--- config.mk ---
export PLATFORM = sky130hd
export DESIGN_NAME = rx_fifo_sync_param_flat
export DESIGN_NICKNAME = d
export VERILOG_FILES = /design/src/rtl/rx_fifo_sync_param_if.sv /design/src/rtl/rx_fifo_sync_param.sv /design/src/flat_wrapper.sv
export SDC_FILE = /design/constraint.sdc
export NUM_CORES = 1
export LEC_CHECK = 0
export CAP_MARGIN = 10
export CORE_MARGIN = 3
export CORE_UTILIZATION = 50
export DETAILED_ROUTE_END_ITERATION = 16
export PLACE_DENSITY = 0.75
export SETUP_SLACK_MARGIN = 0.05
export SYNTH_ARGS = -nofsm -noshare
export SYNTH_HDL_FRONTEND = slang
export SYNTH_SLANG_ARGS = --single-unit
export TNS_END_PERCENT = 20
--- constraint.sdc ---
create_clock -name clk -period 5 [get_ports clk]
set_input_delay 0.5 -clock clk [delete_from_list [all_inputs] [get_ports clk]]
set_output_delay 0.5 -clock clk [all_outputs]
set_load 0.05 [all_outputs]
--- src/rtl/rx_fifo_sync_param_if.sv ---
// Write/read handshake bundle for rx_fifo_sync_param.
// master: producer+consumer side (en_wr, data_wr, pop_rd out); slave: FIFO.
interface rx_fifo_sync_param_if #(
  parameter int DATA_W = 25
);
  logic              en_wr;
  logic [DATA_W-1:0] data_wr;
  logic              pop_rd;
  logic              canpop;
  logic              data_valid;
  logic [DATA_W-2:0] data_rd;
  logic              issync;

  modport master (
    output en_wr,
    output data_wr,
    output pop_rd,
    input  canpop,
    input  data_valid,
    input  data_rd,
    input  issync
  );

  modport slave (
    input  en_wr,
    input  data_wr,
    input  pop_rd,
    output canpop,
    output data_valid,
    output data_rd,
    output issync
  );
endinterface

--- src/rtl/rx_fifo_sync_param.sv ---
// Single-clock fall-through RX FIFO with auto-drain at AFULL_LVL and
// remote block-lock capture from consumed marker words.
// Ports: clk, reset_n (sync, active low), bus (slave: en_wr/data_wr/pop_rd
// in; canpop/data_valid/data_rd/issync out), dissync, level, full,
// out_blocklock_remote(_en), drop_cnt.
// Macro RXFIFO_DROP_CNT_EN: builds the saturating drained-word counter.
module rx_fifo_sync_param #(
  parameter int DATA_W    = 25,
  parameter int ADDR_W    = 4,
  parameter int AFULL_LVL = 8,
  parameter int LOCK_W    = 8
) (
  input  logic              clk,
  input  logic              reset_n,
  rx_fifo_sync_param_if.slave bus,
  output logic              dissync,
  output logic [ADDR_W:0]   level,
  output logic              full,
  output logic [LOCK_W-1:0] out_blocklock_remote,
  output logic              out_blocklock_remote_en,
  output logic [15:0]       drop_cnt
);
  localparam int DEPTH = 1 << ADDR_W;
  localparam logic [ADDR_W:0] LVL_DEPTH =
    (ADDR_W+1)'(DEPTH);
  localparam logic [ADDR_W:0] LVL_AFULL =
    (ADDR_W+1)'(AFULL_LVL);

  logic [DATA_W-1:0] mem [DEPTH];
  logic [ADDR_W:0]   wr_ptr;
  logic [ADDR_W:0]   rd_ptr;
  logic [DATA_W-1:0] head;
  logic              canpop;
  logic              drain;
  logic              adv;

  assign level  = wr_ptr - rd_ptr;
  assign full   = (level == LVL_DEPTH);
  assign canpop = (level != '0);
  assign head   = mem[rd_ptr[ADDR_W-1:0]];

  // Drain only when no pop, so one advance per cycle at most.
  assign drain = (level >= LVL_AFULL) & ~bus.pop_rd;
  assign adv   = canpop & (bus.pop_rd | drain);

  assign bus.canpop     = canpop;
  assign bus.data_valid = canpop;
  assign bus.data_rd    = head[DATA_W-2:0];
  assign bus.issync     = head[DATA_W-1] & canpop;

  // Full+write always advances rd_ptr too, so the overwritten
  // slot is the head consumed in that same cycle.
  always_ff @(posedge clk) begin
    if (bus.en_wr) begin
      mem[wr_ptr[ADDR_W-1:0]] <= bus.data_wr;
    end
  end

  always_ff @(posedge clk) begin
    if (!reset_n) begin
      wr_ptr                  <= '0;
      rd_ptr                  <= '0;
      dissync                 <= 1'b0;
      out_blocklock_remote    <= '1;
      out_blocklock_remote_en <= 1'b0;
    end else begin
      if (bus.en_wr) begin
        wr_ptr <= wr_ptr + 1'b1;
      end
      if (adv) begin
        rd_ptr <= rd_ptr + 1'b1;
      end
      dissync <= drain & canpop;
      out_blocklock_remote_en <= adv & head[DATA_W-1];
      if (adv && head[DATA_W-1]) begin
        out_blocklock_remote <= head[LOCK_W-1:0];
      end
    end
  end

`ifdef RXFIFO_DROP_CNT_EN
  always_ff @(posedge clk) begin
    if (!reset_n) begin
      drop_cnt <= '0;
    end else if (drain && canpop && drop_cnt != 16'hFFFF) begin
      drop_cnt <= drop_cnt + 16'd1;
    end
  end
`else
  assign drop_cnt = 16'h0000;
`endif
endmodule

--- src/flat_wrapper.sv ---
// flat-port wrapper written by rule: the top's interface ports become plain ports
module rx_fifo_sync_param_flat 
#(
  parameter int DATA_W    = 25,
  parameter int ADDR_W    = 4,
  parameter int AFULL_LVL = 8,
  parameter int LOCK_W    = 8
)
  (clk, reset_n, dissync, level, full, out_blocklock_remote, out_blocklock_remote_en, drop_cnt, bus_en_wr, bus_data_wr, bus_pop_rd, bus_canpop, bus_data_valid, bus_data_rd, bus_issync);
  rx_fifo_sync_param_if #(.DATA_W(DATA_W)) bus_i ();
  input  logic clk;
  input  logic reset_n;
  output logic dissync;
  output logic [ADDR_W:0] level;
  output logic full;
  output logic [LOCK_W-1:0] out_blocklock_remote;
  output logic out_blocklock_remote_en;
  output logic [15:0] drop_cnt;
  input wire logic [$bits(bus_i.en_wr)-1:0] bus_en_wr;
  input wire logic [$bits(bus_i.data_wr)-1:0] bus_data_wr;
  input wire logic [$bits(bus_i.pop_rd)-1:0] bus_pop_rd;
  output wire logic [$bits(bus_i.canpop)-1:0] bus_canpop;
  output wire logic [$bits(bus_i.data_valid)-1:0] bus_data_valid;
  output wire logic [$bits(bus_i.data_rd)-1:0] bus_data_rd;
  output wire logic [$bits(bus_i.issync)-1:0] bus_issync;
  assign bus_i.en_wr = bus_en_wr;
  assign bus_i.data_wr = bus_data_wr;
  assign bus_i.pop_rd = bus_pop_rd;
  assign bus_canpop = bus_i.canpop;
  assign bus_data_valid = bus_i.data_valid;
  assign bus_data_rd = bus_i.data_rd;
  assign bus_issync = bus_i.issync;
  rx_fifo_sync_param #(.DATA_W(DATA_W), .ADDR_W(ADDR_W), .AFULL_LVL(AFULL_LVL), .LOCK_W(LOCK_W)) u_core (.clk(clk), .reset_n(reset_n), .bus(bus_i), .dissync(dissync), .level(level), .full(full), .out_blocklock_remote(out_blocklock_remote), .out_blocklock_remote_en(out_blocklock_remote_en), .drop_cnt(drop_cnt));
endmodule
==> out/qor.txt, run 1 <==
=====================================================================================
Status ................................................................. complete, no violations
Clock tree from TritonCTS ..............................................         done
Avg Inst Size Synth ....................................................     22.1 µm²
Number of global-route vias before repair ..............................         8000
Detailed-route vias per instance .......................................         5.85
First-pass DRT Iterations ..............................................            5
Clock period minus worst slack .........................................      3950 ps
Placer congestion estimate .............................................        0.717
Post-synthesis sequential area ratio ...................................        0.760
Layout area overhead ...................................................        15.4%
Post-CTS Hold Fix Bufs .................................................            0
Setup crit end kind ....................................................  output port
Number of sinks on the clock net .......................................          424
Period utilisation layout ..............................................        0.790
PD cells ...............................................................   505 mW/mm²
Path type of the worst min-delay path ..................................   reg -> reg
Via count ..............................................................         7696
Synth async-reset ratio ................................................            0
Number of max-cap violations ...........................................            0
List of most frequent post-synthesis cells ............................. sky130_fd_sc_hd__edfxtp_1 (400), sky130_fd_sc_hd__mux4_2 (116), sky130_fd_sc_hd__dfxtp_1 (24)
Critical setup path kind ...............................................   reg -> out
Crit Path Max Fanout ...................................................           26
Kind of launch point of the worst setup path ...........................    flip-flop
Leakage Power ..........................................................      5.95 nW
CTS H-tree lvls ........................................................            2
Netlist cell types .....................................................           41
Post-DP HPWL ...........................................................      17.6 mm
Number of antenna violations at the first check in global routing ......            0
Number of warnings issued by yosys .....................................            0
Count of flip-flops with a built-in enable after synthesis .............          400
Slew HR ................................................................        0.268
Final standard cell utilization of the core ............................        0.593
Area contributors post-synth ........................................... sky130_fd_sc_hd__edfxtp_1 (73%), sky130_fd_sc_hd__mux4_2 (16%), sky130_fd_sc_hd__dfxtp_1 (2.9%), sky130_fd_sc_hd__and2_1 (0.84%), sky130_fd_sc_hd__buf_4 (0.78%)
Endpoints failing hold .................................................            0
Skew-Pair Late Insertion Delay .........................................       540 ps
I/O pin count ..........................................................           88
Max-slew violation total from the final report .........................            0
Crit path DAT ..........................................................      3450 ps
Gate count of the mapped netlist .......................................          745
Top_reg_cell synth ..................................................... sky130_fd_sc_hd__edfxtp_1
Total congestion overflow ..............................................            0
Max Clock Freq .........................................................      253 MHz
Fraction of post-synthesis cell area in the top cell type by area ......        0.731
Per-cell routed wire length ............................................      25.7 µm
Combined area of the multi-input logic cells ...........................  0.00364 mm²
Initial cell density of the core .......................................        0.514
Post-CTS setup buffer count ............................................            0
Largest net degree at the start of global routing ......................           49
Required time worst endpoint ...........................................      4500 ps
Clock-pin slew of the registers on the worst-case setup and hold paths .        60 ps
Cts repair resizes .....................................................            0
Violation count after the first detailed-routing iteration .............          894
Die area ...............................................................   0.0351 mm²
Die width ..............................................................       187 µm
Global-route wire length before repair .................................      51.1 mm
Largest area contributor in the netlist ................................ sky130_fd_sc_hd__edfxtp_1
Number of cell rows ....................................................           65
Final-layout setup total negative slack ................................         0 ps
Net total in the final layout ..........................................          883
Global router's overall resource usage .................................        0.196
Vertical extent of the die .............................................       187 µm
TritonCTS buffer count .................................................           43
Count of input and output buffers ......................................           71
Buffer depth of the longest clock path .................................            3
Count of state elements after synthesis ................................          424
Clock Root Buffer ...................................................... sky130_fd_sc_hd__clkbuf_16
Ratio of cells with drive above 1 in the final layout ..................        0.241
Max Clock Skew .........................................................      19.7 ps
Summed instance area of the synthesized netlist ........................   0.0164 mm²
Area of the core region ................................................   0.0320 mm²
Filler instances .......................................................         2188
Post-detailed-routing wire length ......................................      33.8 mm
Count leader, synth .................................................... sky130_fd_sc_hd__edfxtp_1
Max rail drop VDD ......................................................     0.294 mV
Unrepaired setup endpoints after global routing ........................        false
Area taken by flip-flops and latches ...................................   0.0125 mm²
Antenna Violating Nets Remaining .......................................            0
Transition time at the pin with the least slew margin ..................      1100 ps
Endpoints failing setup ................................................            0
Number of design rule violations left after detail routing .............            0
=====================================================================================
==> path summary, 6_finish.rpt <==
| path | to | cells after the start | slack (ps) | start |
|---|---|---|---|---|
| max | bus_data_rd[22] | 4 | 1050 | flip-flop |
| min | u_core.out_blocklock_remote[6] | 2 | 480 | u_core.out_blocklock_remote[6] |
| max reg2reg | flip-flop | 9 | 2170 | u_core.wr_ptr[0] |
| min reg2reg | u_core.out_blocklock_remote[6] | 2 | 480 | u_core.out_blocklock_remote[6] |
==> final cells by class <==
class | instances | area share
flip-flops and latches | 424 | 0.659
well taps | 435 | 0.0287
clock inverters | 24 | 0.0119
diodes | 1 | 0.000132
inverters | 8 | 0.00158
repair buffers | 91 | 0.0461
clock buffers | 56 | 0.0605
multi-input cells | 276 | 0.192
==> cell families (layout without fill, tap and decap cells) <==
| group | count (synthesis) | after routing | synth area share |
|---|---|---|---|
| AND/OR/NAND/NOR | 84 | 84 | 0.0280 |
| other | 1 | 17 | 0.000228 |
| multiplexers | 117 | 117 | 0.160 |
| XOR/XNOR | 7 | 7 | 0.00373 |
| buffers and inverters | 60 | 179 | 0.0225 |
| adder cells (fa/ha/maj) | 10 | 10 | 0.00807 |
| AO/OA/AOI/OAI | 42 | 42 | 0.0177 |
| flip-flops | 424 | 424 | 0.760 |
==> critical path, stage by stage, from the launching register on <==
cell and delay, ps:
sky130_fd_sc_hd__dfxtp_4 690, sky130_fd_sc_hd__buf_4 410, sky130_fd_sc_hd__mux4_2 560, sky130_fd_sc_hd__mux4_2 520
sky130_fd_sc_hd__clkdlybuf4s50_1 740
==> metal layers <==
| layer | wire length (µm) | part of all wire | global-route usage | vias to the layer above |
|---|---|---|---|---|
| li1 | - | - | - | 3286 |
| met4 | 549 | 0.016 | 0.0497 | 0 |
| met5 | 0 | 0 | 0 | - |
| met1 | 13600 | 0.40 | 0.265 | 4077 |
| met3 | 2140 | 0.063 | 0.0330 | 38 |
| met2 | 17500 | 0.52 | 0.335 | 295 |
==> state kept, by name, indices dropped and copies added (netlist names), named ones only <==
| register | cells |
|---|---|
| u_core.dissync | 1 |
| u_core.mem | 400 |
| u_core.wr_ptr | 5 |
| u_core.rd_ptr | 5 |
| u_core.out_blocklock_remote | 8 |
| u_core.out_blocklock_remote_en | 1 |
==> cells in the final DEF (no fill, tap or decap), drive strengths merged, types with 3 or more instances in the layout <==
cell type | netlist | final
ha | 9 | 9
dfxtp | 24 | 24
clkinvlp | 0 | 9
and2 | 22 | 22
clkbuf | 13 | 56
a22oi | 16 | 16
a21o | 3 | 3
nor3b | 3 | 3
a21boi | 7 | 7
xnor2 | 5 | 5
edfxtp | 400 | 400
clkinv | 0 | 11
or3 | 3 | 3
conb | 1 | 16
nor2 | 5 | 5
nand2 | 15 | 15
nand3 | 22 | 22
buf | 39 | 20
clkdlybuf4s50 | 0 | 71
mux4 | 116 | 116
inv | 8 | 10
nor2b | 4 | 4
o21ai | 10 | 10
==> per-stage QoR <==
stage / hold WS (ps) / setup WS [ps] / cells / power, mW / area [µm²]
5_1_grt: 522 / 856 / 1314 / 9.94 / 19000
3_3_place_gp: 467 / 1560 / 1234 / 6.59 / 17600
2_1_floorplan: 470 / 1530 / 760 / 6.00 / 16500
4_1_cts: 483 / 972 / 1314 / 9.67 / 19000
3_5_place_dp: 476 / 1560 / 1234 / 6.61 / 17600
6_report: 481 / 1050 / 1315 / 9.58 / 19000
==> where the power goes <==
part | switching [mW] | total [mW] | internal, mW
registers | 0.125 | 4.10 | 3.97
logic | 1.36 | 2.41 | 1.05
clock network | 1.32 | 3.07 | 1.75
Power figures use the tool's default switching activity.
==> inputs of run 2 (changes only) <==
Clock period 5 ns to 3.8 ns, I/O delays scaled along.
==> run 2 against run 1 <==
  * Final cell count down 0.61%
  * Combinational power up 36%
  * Sequential power up 30%
  * First-iteration DRC count down 18%
  * Routed wire length up 0.14%
  * Clock skew about the same
  * Flip-flop and latch count unchanged
  * Design area down 0.28%
  * Clock power up 26%
  * Sequential share of layout area up 0.18 points
  * Die area unchanged
  * Count of clock-buffer cells in the layout up 1
  * Critical endpoint is now full
==> out/qor.txt, run 2 (synthesis gave the netlist of run 1 again) <==
=====================================================================================
Cts repair resizes .....................................................            0
Leakage Power ..........................................................      5.96 nW
Antenna diode count ....................................................            0
Vertical extent of the die .............................................       187 µm
Die area ...............................................................   0.0351 mm²
Worst reg-to-reg path cell count .......................................            9
Final standard cell utilization of the core ............................        0.592
Max-slew violation total from the final report .........................            0
Via count ..............................................................         7668
Crit Path Max Fanout ...................................................            5
Layout area overhead ...................................................        15.1%
CTS H-tree lvls ........................................................            2
Skew-Pair Late Insertion Delay .........................................       550 ps
Most frequent cells in the layout ...................................... sky130_fd_sc_hd__edfxtp_1 (400), sky130_fd_sc_hd__mux4_2 (116), sky130_fd_sc_hd__clkdlybuf4s50_1 (64)
Buffer depth of the longest clock path .................................            3
Clock network power share ..............................................        0.309
Reg-to-reg setup timing slack ..........................................       990 ps
Max rail drop VDD ......................................................     0.347 mV
Post-CTS Hold Fix Bufs .................................................            0
Period utilisation layout ..............................................        0.943
Max Clock Freq .........................................................      279 MHz
Required time worst endpoint ...........................................      3420 ps
Filler instances .......................................................         2212
Number of flip-flops in the largest register ...........................          400
Critical setup path kind ...............................................   reg -> out
PD cells ...............................................................   660 mW/mm²
Combined area of the multi-input logic cells ...........................  0.00364 mm²
End of the critical path ...............................................         full
Final-layout setup total negative slack ................................         0 ps
Initial cell density of the core .......................................        0.514
Path type of the worst min-delay path ..................................    in -> reg
TritonCTS buffer count .................................................           42
Ratio of cells with drive above 1 in the final layout ..................        0.239
Max Clock Skew .........................................................      19.3 ps
Clock period minus worst slack .........................................      3580 ps
Clock-pin slew of the registers on the worst-case setup and hold paths .        60 ps
Endpoints failing hold .................................................            0
Net total in the final layout ..........................................          883
Post-Route Hold Slack ..................................................       441 ps
Crit path DAT ..........................................................      3200 ps
Transition time at the pin with the least slew margin ..................       992 ps
Post-DP HPWL ...........................................................      17.3 mm
Die width ..............................................................       187 µm
First-pass DRT Iterations ..............................................            6
Number of max-cap violations ...........................................            0
Number of global-route vias before repair ..............................         8088
Sw Pwr .................................................................      3.66 mW
Clock Root Buffer ...................................................... sky130_fd_sc_hd__clkbuf_16
Antenna Violating Nets Remaining .......................................            0
Kind of launch point of the worst setup path ...........................    flip-flop
Post-CTS setup buffer count ............................................            0
Unrepaired setup endpoints after global routing ........................        false
Detailed-route vias per instance .......................................         5.87
Largest net degree at the start of global routing ......................           37
Number of design rule violations left after detail routing .............            0
Number of cell rows ....................................................           65
Switching power share of the total .....................................        0.293
Count of input and output buffers ......................................           71
Slew HR ................................................................        0.339
Power after layout .....................................................      12.5 mW
Violation count after the first detailed-routing iteration .............          735
Placer congestion estimate .............................................        0.734
Setup crit end kind ....................................................  output port
Per-cell routed wire length ............................................      25.9 µm
Global-route wire length before repair .................................      51.9 mm
Leading cell type in the layout, fill and taps excluded ................ sky130_fd_sc_hd__edfxtp_1
Internal power .........................................................      8.82 mW
Endpoints failing setup ................................................            0
Share of power burned in combinational logic ...........................        0.262
Total congestion overflow ..............................................            0
Status ................................................................. complete, no violations
Area taken by flip-flops and latches ...................................   0.0125 mm²
I/O pin count ..........................................................           88
Clock tree from TritonCTS ..............................................         done
Number of sinks on the clock net .......................................          424
Seq pwr share ..........................................................        0.429
Post-detailed-routing wire length ......................................      33.8 mm
Area of the core region ................................................   0.0320 mm²
Crit. Startpoint ....................................................... u_core.wr_ptr[0]
Global router's overall resource usage .................................        0.198
Number of antenna violations at the first check in global routing ......            1
Reg-to-reg startpoint .................................................. u_core.wr_ptr[0]
=====================================================================================
-- run 2: changes by cell type in the layout (fill, tap and decap cells not counted), moves of 2 or more --
cell | before | now
sky130_fd_sc_hd__buf_12 | 1 | 6
sky130_fd_sc_hd__buf_4 | 19 | 22
sky130_fd_sc_hd__clkbuf_8 | 0 | 2
sky130_fd_sc_hd__clkdlybuf4s50_1 | 71 | 64
sky130_fd_sc_hd__clkinv_1 | 2 | 6
sky130_fd_sc_hd__clkinv_2 | 6 | 4
sky130_fd_sc_hd__clkinv_8 | 2 | 0
sky130_fd_sc_hd__clkinvlp_4 | 9 | 0
-- run 2: routing by layer --
metal | GRT usage | part of all wire | vias up
li1 | - | - | 3273
met1 | 0.261 | 0.39 | 4055
met2 | 0.339 | 0.53 | 284
met3 | 0.0371 | 0.061 | 54
met4 | 0.0593 | 0.019 | 2
met5 | 0 | 0.00038 | -
-- run 2: worst min path at each step --
stage | from | depth (start not counted) | endpoint | slack (ps)
after floorplan | bus_pop_rd | 1 | u_core.dissync | 460
after global placement | u_core.out_blocklock_remote[4] | 2 | u_core.out_blocklock_remote[4] | 470
after detailed placement | u_core.out_blocklock_remote[4] | 2 | u_core.out_blocklock_remote[4] | 480
after CTS | bus_pop_rd | 2 | u_core.dissync | 420
after global routing | bus_pop_rd | 2 | u_core.dissync | 460
final | bus_pop_rd | 2 | u_core.dissync | 440
-- run 2: power groups by stage --
stage	clock, mW	sequential (mW)	combinational (mW)
after floorplan	0	5.49	2.40
after global placement	0	5.44	3.27
after detailed placement	0	5.45	3.30
after CTS	3.92	5.35	3.32
after global routing	4.11	5.36	3.48
final	3.86	5.35	3.27
-- run 2: area by class of cell --
cell class	count	share of cell area
Inverter	8	0.00159
Clock inverter	15	0.00642
Sequential cell	424	0.661
Multi-Input combinational cell	276	0.192
Tap cell	435	0.0288
Timing Repair Buffer	92	0.0490
Clock buffer	57	0.0608
-- run 2: stage by stage --
stage	cells	cell area (µm²)	setup slack (ps)
global route	1307	18900	58.8
detailed placement	1235	17600	756
floorplan	760	16500	451
CTS	1307	18900	179
finish	1307	18900	217
global placement	1235	17600	784
-- run 2: worst max-delay path: stages (launching register included) --
cell and delay [ps]:
sky130_fd_sc_hd__dfxtp_1 350, sky130_fd_sc_hd__inv_1 120, sky130_fd_sc_hd__ha_1 180, sky130_fd_sc_hd__inv_1 60
sky130_fd_sc_hd__fa_1 390, sky130_fd_sc_hd__xor2_1 200, sky130_fd_sc_hd__or3_1 340, sky130_fd_sc_hd__nor3b_1 200
sky130_fd_sc_hd__clkdlybuf4s50_1 840
==> inputs of run 3 (changes only) <==
Settings changed: GPL_ROUTABILITY_DRIVEN from default to 0, SLEW_MARGIN from default to 25.
==> results of run 3 <==
No change in the layout: final DEF, timing and power equal those of run 2.
